File: config.mk
export PLATFORM = sky130hd
export DESIGN_NAME = tuner_pwr_detect_phy_flat
export DESIGN_NICKNAME = d
export VERILOG_FILES = /design/src/rtl/tuner_pwr_detect_phy_if.sv /design/src/rtl/tuner_pwr_detect_phy.sv /design/src/flat_wrapper.sv
export SDC_FILE = /design/constraint.sdc
export NUM_CORES = 1
export LEC_CHECK = 0
export CORE_ASPECT_RATIO = 1.5
export CORE_MARGIN = 8
export CORE_UTILIZATION = 51
export CTS_CLUSTER_SIZE = 8
export DETAILED_ROUTE_END_ITERATION = 8
export PLACE_DENSITY = 0.74
export SYNTH_ARGS = -nofsm -noshare
export SYNTH_HDL_FRONTEND = slang
export SYNTH_SLANG_ARGS = --single-unit
File: constraint.sdc
create_clock -name i_clk -period 3.5 [get_ports i_clk]
set_input_delay 0.525 -clock i_clk [delete_from_list [all_inputs] [get_ports i_clk]]
set_output_delay 0.525 -clock i_clk [all_outputs]
set_load 0.005 [all_outputs]
File: src/rtl/tuner_pwr_detect_phy_if.sv
// Handshake between the power-detect producer and the lock/search consumer PHY.
// The consumer drives active/refresh; the producer returns windowed power updates.
interface tuner_pwr_detect_if #(
    parameter int ADC_WIDTH = 8
);
    logic                 pwr_detect_active;
    logic                 pwr_detect_refresh;
    logic                 pwr_detect_update;
    logic [ADC_WIDTH-1:0] pwr_detect_pwr;
    logic [ADC_WIDTH-1:0] pwr_detect_pwr_prev;
    logic                 pwr_detect_slope_up;

    modport producer (
        input  pwr_detect_active,
        input  pwr_detect_refresh,
        output pwr_detect_update,
        output pwr_detect_pwr,
        output pwr_detect_pwr_prev,
        output pwr_detect_slope_up
    );

    modport consumer (
        output pwr_detect_active,
        output pwr_detect_refresh,
        input  pwr_detect_update,
        input  pwr_detect_pwr,
        input  pwr_detect_pwr_prev,
        input  pwr_detect_slope_up
    );
endinterface

File: src/rtl/tuner_pwr_detect_phy.sv
// Averages 2^n valid ADC power samples per window, after an optional settle gap,
// and pulses update with the new average, the previous one and the slope direction.
module tuner_pwr_detect_phy #(
    parameter int ADC_WIDTH    = 8,
    parameter int AVG_LOG2_MAX = 4,
    parameter int SETTLE_WIDTH = 8
) (
    input  logic                    i_clk,
    input  logic                    i_rst_n,
    input  logic [3:0]              i_cfg_avg_log2,
    input  logic [SETTLE_WIDTH-1:0] i_cfg_settle_cycles,
    input  logic [ADC_WIDTH-1:0]    i_adc_pwr,
    input  logic                    i_adc_val,
    tuner_pwr_detect_if.producer    pwr_detect_if
);
    localparam int ACC_W = ADC_WIDTH + AVG_LOG2_MAX;
    localparam int CNT_W = AVG_LOG2_MAX + 1;
    localparam int N_W   = $clog2(AVG_LOG2_MAX + 1);

    typedef enum logic [1:0] {PD_IDLE, PD_SETTLE, PD_ACCUM, PD_UPDATE} pd_state_t;

    pd_state_t               r_state;
    pd_state_t               w_state_next;
    logic [ACC_W-1:0]        r_acc;
    logic [CNT_W-1:0]        r_cnt;
    logic [SETTLE_WIDTH-1:0] r_settle_cnt;
    logic [N_W-1:0]          r_n;
    logic [ADC_WIDTH-1:0]    r_pwr;
    logic [ADC_WIDTH-1:0]    r_pwr_prev;
    logic                    r_slope_up;
    logic                    w_update;

    logic                    w_active;
    logic                    w_refresh;
    logic                    w_settle_zero;
    logic [N_W-1:0]          w_n_clamped;
    logic [ACC_W-1:0]        w_acc_sum;
    logic [CNT_W-1:0]        w_cnt_inc;
    logic                    w_last;
    logic [ADC_WIDTH-1:0]    w_pwr_new;

    assign w_active      = pwr_detect_if.pwr_detect_active;
    assign w_refresh     = pwr_detect_if.pwr_detect_refresh;
    assign w_settle_zero = (i_cfg_settle_cycles == '0);
    assign w_n_clamped   = (i_cfg_avg_log2 > 4'(AVG_LOG2_MAX)) ? N_W'(AVG_LOG2_MAX)
                                                               : N_W'(i_cfg_avg_log2);
    assign w_acc_sum     = r_acc + ACC_W'(i_adc_pwr);
    assign w_cnt_inc     = r_cnt + CNT_W'(1);
    assign w_last        = i_adc_val && (w_cnt_inc == (CNT_W'(1) << r_n));
    assign w_pwr_new     = ADC_WIDTH'(w_acc_sum >> r_n);

    always_ff @(posedge i_clk) begin
        if (!i_rst_n) begin
            r_state <= PD_IDLE;
        end else begin
            r_state <= w_state_next;
        end
    end

    // Refresh outranks everything; dropping active abandons any window in flight.
    always_comb begin
        w_state_next = r_state;
        if (w_refresh) begin
            w_state_next = PD_IDLE;
        end else begin
            case (r_state)
                PD_IDLE: begin
                    if (w_active) begin
                        w_state_next = w_settle_zero ? PD_ACCUM : PD_SETTLE;
                    end
                end
                PD_SETTLE: begin
                    if (!w_active) begin
                        w_state_next = PD_IDLE;
                    end else if (r_settle_cnt <= SETTLE_WIDTH'(1)) begin
                        w_state_next = PD_ACCUM;
                    end
                end
                PD_ACCUM: begin
                    if (!w_active) begin
                        w_state_next = PD_IDLE;
                    end else if (w_last) begin
                        w_state_next = PD_UPDATE;
                    end
                end
                default: begin
                    if (w_active) begin
                        w_state_next = w_settle_zero ? PD_ACCUM : PD_SETTLE;
                    end else begin
                        w_state_next = PD_IDLE;
                    end
                end
            endcase
        end
    end

    always_comb begin
        w_update = (r_state == PD_UPDATE);
    end

    // Result registers load on the edge that accepts the last sample, so they are
    // already valid during the update pulse.
    always_ff @(posedge i_clk) begin
        if (!i_rst_n || w_refresh) begin
            r_acc        <= '0;
            r_cnt        <= '0;
            r_settle_cnt <= '0;
            r_n          <= '0;
            r_pwr        <= '0;
            r_pwr_prev   <= '0;
            r_slope_up   <= 1'b0;
        end else begin
            if (w_state_next == PD_SETTLE && r_state != PD_SETTLE) begin
                r_settle_cnt <= i_cfg_settle_cycles;
            end else if (r_state == PD_SETTLE) begin
                r_settle_cnt <= r_settle_cnt - SETTLE_WIDTH'(1);
            end
            if (w_state_next == PD_ACCUM && r_state != PD_ACCUM) begin
                r_n <= w_n_clamped;
            end
            if (r_state == PD_ACCUM && w_state_next == PD_ACCUM) begin
                if (i_adc_val) begin
                    r_acc <= w_acc_sum;
                    r_cnt <= w_cnt_inc;
                end
            end else begin
                r_acc <= '0;
                r_cnt <= '0;
            end
            if (r_state == PD_ACCUM && w_state_next == PD_UPDATE) begin
                r_pwr      <= w_pwr_new;
                r_pwr_prev <= r_pwr;
                r_slope_up <= (w_pwr_new > r_pwr);
            end
        end
    end

    assign pwr_detect_if.pwr_detect_update   = w_update;
    assign pwr_detect_if.pwr_detect_pwr      = r_pwr;
    assign pwr_detect_if.pwr_detect_pwr_prev = r_pwr_prev;
    assign pwr_detect_if.pwr_detect_slope_up = r_slope_up;
endmodule

File: src/flat_wrapper.sv
// flat-port wrapper written by rule: the top's interface ports become plain ports
module tuner_pwr_detect_phy_flat 
#(
    parameter int ADC_WIDTH    = 8,
    parameter int AVG_LOG2_MAX = 4,
    parameter int SETTLE_WIDTH = 8
)
  (i_clk, i_rst_n, i_cfg_avg_log2, i_cfg_settle_cycles, i_adc_pwr, i_adc_val, pwr_detect_if_pwr_detect_active, pwr_detect_if_pwr_detect_refresh, pwr_detect_if_pwr_detect_update, pwr_detect_if_pwr_detect_pwr, pwr_detect_if_pwr_detect_pwr_prev, pwr_detect_if_pwr_detect_slope_up);
  tuner_pwr_detect_if #(.ADC_WIDTH(ADC_WIDTH)) pwr_detect_if_i ();
  input  logic i_clk;
  input  logic i_rst_n;
  input  logic [3:0] i_cfg_avg_log2;
  input  logic [SETTLE_WIDTH-1:0] i_cfg_settle_cycles;
  input  logic [ADC_WIDTH-1:0] i_adc_pwr;
  input  logic i_adc_val;
  input wire logic [$bits(pwr_detect_if_i.pwr_detect_active)-1:0] pwr_detect_if_pwr_detect_active;
  input wire logic [$bits(pwr_detect_if_i.pwr_detect_refresh)-1:0] pwr_detect_if_pwr_detect_refresh;
  output wire logic [$bits(pwr_detect_if_i.pwr_detect_update)-1:0] pwr_detect_if_pwr_detect_update;
  output wire logic [$bits(pwr_detect_if_i.pwr_detect_pwr)-1:0] pwr_detect_if_pwr_detect_pwr;
  output wire logic [$bits(pwr_detect_if_i.pwr_detect_pwr_prev)-1:0] pwr_detect_if_pwr_detect_pwr_prev;
  output wire logic [$bits(pwr_detect_if_i.pwr_detect_slope_up)-1:0] pwr_detect_if_pwr_detect_slope_up;
  assign pwr_detect_if_i.pwr_detect_active = pwr_detect_if_pwr_detect_active;
  assign pwr_detect_if_i.pwr_detect_refresh = pwr_detect_if_pwr_detect_refresh;
  assign pwr_detect_if_pwr_detect_update = pwr_detect_if_i.pwr_detect_update;
  assign pwr_detect_if_pwr_detect_pwr = pwr_detect_if_i.pwr_detect_pwr;
  assign pwr_detect_if_pwr_detect_pwr_prev = pwr_detect_if_i.pwr_detect_pwr_prev;
  assign pwr_detect_if_pwr_detect_slope_up = pwr_detect_if_i.pwr_detect_slope_up;
  tuner_pwr_detect_phy #(.ADC_WIDTH(ADC_WIDTH), .AVG_LOG2_MAX(AVG_LOG2_MAX), .SETTLE_WIDTH(SETTLE_WIDTH)) u_core (.i_clk(i_clk), .i_rst_n(i_rst_n), .i_cfg_avg_log2(i_cfg_avg_log2), .i_cfg_settle_cycles(i_cfg_settle_cycles), .i_adc_pwr(i_adc_pwr), .i_adc_val(i_adc_val), .pwr_detect_if(pwr_detect_if_i));
endmodule
==> flow_summary.json <==
{
  "grt_pass1_wl_um": 16500,
  "fmax_mhz": 285,
  "vias": 3586,
  "min_period_ns": 3.50,
  "io_buffers": 42,
  "leakage_nw": 1.77,
  "clk_latency_ns": 0.30,
  "tns_ns": -0.00282,
  "maxCapViolCount": 0,
  "critPathKind": "in -> reg",
  "r2r_cells": 15,
  "synth_area_leaders": "dfxtp_1, ha_1, nand2_1",
  "firstDrtPassIters": 5,
  "violations": "setup timing",
  "avgSynthCellArea_um2": 7.95,
  "async_flop_share_pct": 0,
  "register_area_um2": 942,
  "setup_slack_ns": -0.00282,
  "htreeDepth": 2,
  "hold_buffers": 0,
  "post-dp-hpwl_um": 7520,
  "r2r_start": "u_core.r_acc[2]",
  "cp.required_ns": 3.72,
  "viasPerCell": 5.87,
  "grt_usage_pct": 19.5,
  "drive_above_1_share_pct": 22.7,
  "cp_max_fo": 4,
  "synth_seq_cells": 47,
  "gp_congestion": 0.929,
  "multiInputGateArea_um2": 2520,
  "pin_count": 43,
  "worst_setup_path_end_kind": "flop",
  "finalHoldViolCount": 0,
  "min_path_type": "reg -> reg",
  "grt_max_degree": 21,
  "overflow": 0,
  "rsz0062_at_grt": "yes",
  "r2r-end": "u_core.pwr_detect_if.pwr_detect_slope_up",
  "ys_warn_count": 0,
  "core-area_um2": 6810,
  "synth_area_leader_cell": "dfxtp_1",
  "clk_pin_slew_ns": 0.09,
  "netlist_area_um2": 3540,
  "die-area_um2": 9910,
  "cts_made_buffers": 5,
  "drtAntennaViolNets": 0,
  "diodes": 0,
  "max_slew_margin_pct": 45.1,
  "wire_per_inst_um": 15.8,
  "cts_root_buffer": "clkbuf_8",
  "drcViolationCount": 0,
  "vdd_drop_max_mv": 0.154,
  "min_to": "u_core.pwr_detect_if.pwr_detect_pwr_prev[3]",
  "synthTopCellsByCount": "nand2_1, nor2_1, dfxtp_1",
  "setup_viol": 1,
  "cts.sinks": 47,
  "hold_ws_ns": 0.455,
  "yosysUniqueCellTypes": 79,
  "synthCells": 445,
  "start_util_pct": 52.0,
  "ys.flop_type": "dfxtp_1",
  "cts_tree": "yes",
  "synth_fp_nets": 490,
  "chipHeight_um": 118,
  "fin_nets": 577,
  "synth_top_area_share_pct": 26.6,
  "core.rowCount": 37,
  "synth-edff-count": 0,
  "grt_pass1_vias": 3635,
  "area_growth_pct": 30.5,
  "outcome": "finished with violations",
  "fillCellCount": 595,
  "powerDensity_nw_per_um2": 235,
  "whs_path_depth": 2,
  "worstMarginPinSlew_ns": 0.823,
  "die_w_um": 84.0,
  "finClkSkew_ns": 0.00796,
  "cts_buffer_depth": 2,
  "fin_crit_sh_pct": 100,
  "crit_arrival_ns": 3.73,
  "hp-start": "u_core.pwr_detect_if.pwr_detect_pwr_prev[3]",
  "ys_seq_area_share_pct": 26.6,
  "routed_wl_um": 9680,
  "drv_slew": 0,
  "drtIter0Drc": 200,
  "fin_util_pct": 67.8,
  "ff2ff_setup_slack_ns": 0.03,
  "startpoint_type": "input pin",
  "antenna_found_initial": 0
}
## state kept, by name, summed over array words and instances, names as in the netlist
register                                  cells
u_core.r_settle_cnt                           8
u_core.pwr_detect_if.pwr_detect_slope_up      1
u_core.r_n                                    3
u_core.pwr_detect_if.pwr_detect_pwr_prev      8
u_core.r_acc                                 12
u_core.pwr_detect_if.pwr_detect_pwr           8
u_core.r_state                                2
u_core.r_cnt                                  5
## logic make-up after synthesis
logic type,after synthesis,share of synthesized area (%)
flops,47,26.6
xor+xnor,19,4.71
fa+ha+maj,20,7.29
buf+inv,44,5.45
mux,8,3.01
simple gates,180,27.0
compound gates,127,25.9
## power by group
part | internal [mW] | leakage [nW] | switching, mW
clock network | 0.162 | 0.0474 | 0.194
registers | 0.539 | 0.380 | 0.00536
logic | 0.0958 | 1.35 | 0.0909
## final cells by class
cell class                      instances  area share, %
Multi-Input combinational cell        354           54.7
Sequential cell                        47           20.4
Timing Repair Buffer                  104           19.0
Tap cell                               78           2.11
Clock buffer                            6           1.79
Inverter                               20           1.63
Clock inverter                          2          0.352
## repair_timing
| item | 4_1_cts | 5_1_grt |
|---|---|---|
| endpoints found under the setup margin | 1 | 1 |
| pin swaps | 19 | 6 |
| setup buffers | 4 | 1 |
| gates resized for setup | 27 | 5 |
## worst max-delay path by stage
| stage | startpoint | endpoint | slack [ns] | cells past startpoint |
|---|---|---|---|---|
| after floorplan | i_adc_pwr[0] | u_core.pwr_detect_if.pwr_detect_slope_up | -0.001 | 17 |
| after global placement | i_adc_pwr[0] | u_core.pwr_detect_if.pwr_detect_slope_up | -0.60 | 18 |
| after detailed placement | i_adc_pwr[0] | u_core.pwr_detect_if.pwr_detect_slope_up | -0.68 | 19 |
| after CTS | i_adc_pwr[1] | u_core.pwr_detect_if.pwr_detect_slope_up | 0.002 | 16 |
| after global routing | u_core.r_acc[0] | u_core.pwr_detect_if.pwr_detect_slope_up | -0.14 | 18 |
| final | i_adc_pwr[2] | u_core.pwr_detect_if.pwr_detect_slope_up | -0.003 | 16 |
## per-layer routing
metal	global-route usage [%]	vias to the layer above	part of all wire [%]
li1	-	1780	-
met1	21.0	1701	41
met2	35.8	79	52
met3	3.19	26	3.8
met4	8.46	0	3.9
met5	0	-	0
## metrics by stage
step	setup slack, ns	instances	area (µm²)	total power, mW
after floorplan	-0.00127	445	3550	0.652
after global routing	-0.143	611	4620	1.14
after CTS	0.00224	610	4590	1.09
after global placement	-0.598	599	4390	0.732
after detailed placement	-0.681	599	4390	0.734
final	-0.00282	611	4620	1.09
## cell usage in the layout (no fill, tap or decap), types with 8 or more instances in the layout
cell type	n
nand3_1	17
inv_1	19
nor2b_1	8
nand2_1	51
ha_1	11
buf_4	60
clkdlybuf4s50_1	34
nor2_1	51
o21ai_0	15
xor2_1	12
dfxtp_1	46
a21oi_1	37
## critical path: stages
cell and delay (ns):
clkdlybuf4s15_2 0.20, ha_4 0.22, buf_6 0.11, o211ai_1 0.38, o211ai_1 0.21, a211oi_2 0.28
buf_4 0.15, buf_4 0.12, nor3_1 0.05, nor3_1 0.31, nor2_1 0.08, ha_1 0.30
and4_1 0.17, and3_1 0.17, a2111o_1 0.31, a21oi_2 0.13
No activity file was read; power rests on OpenSTA's default activity.
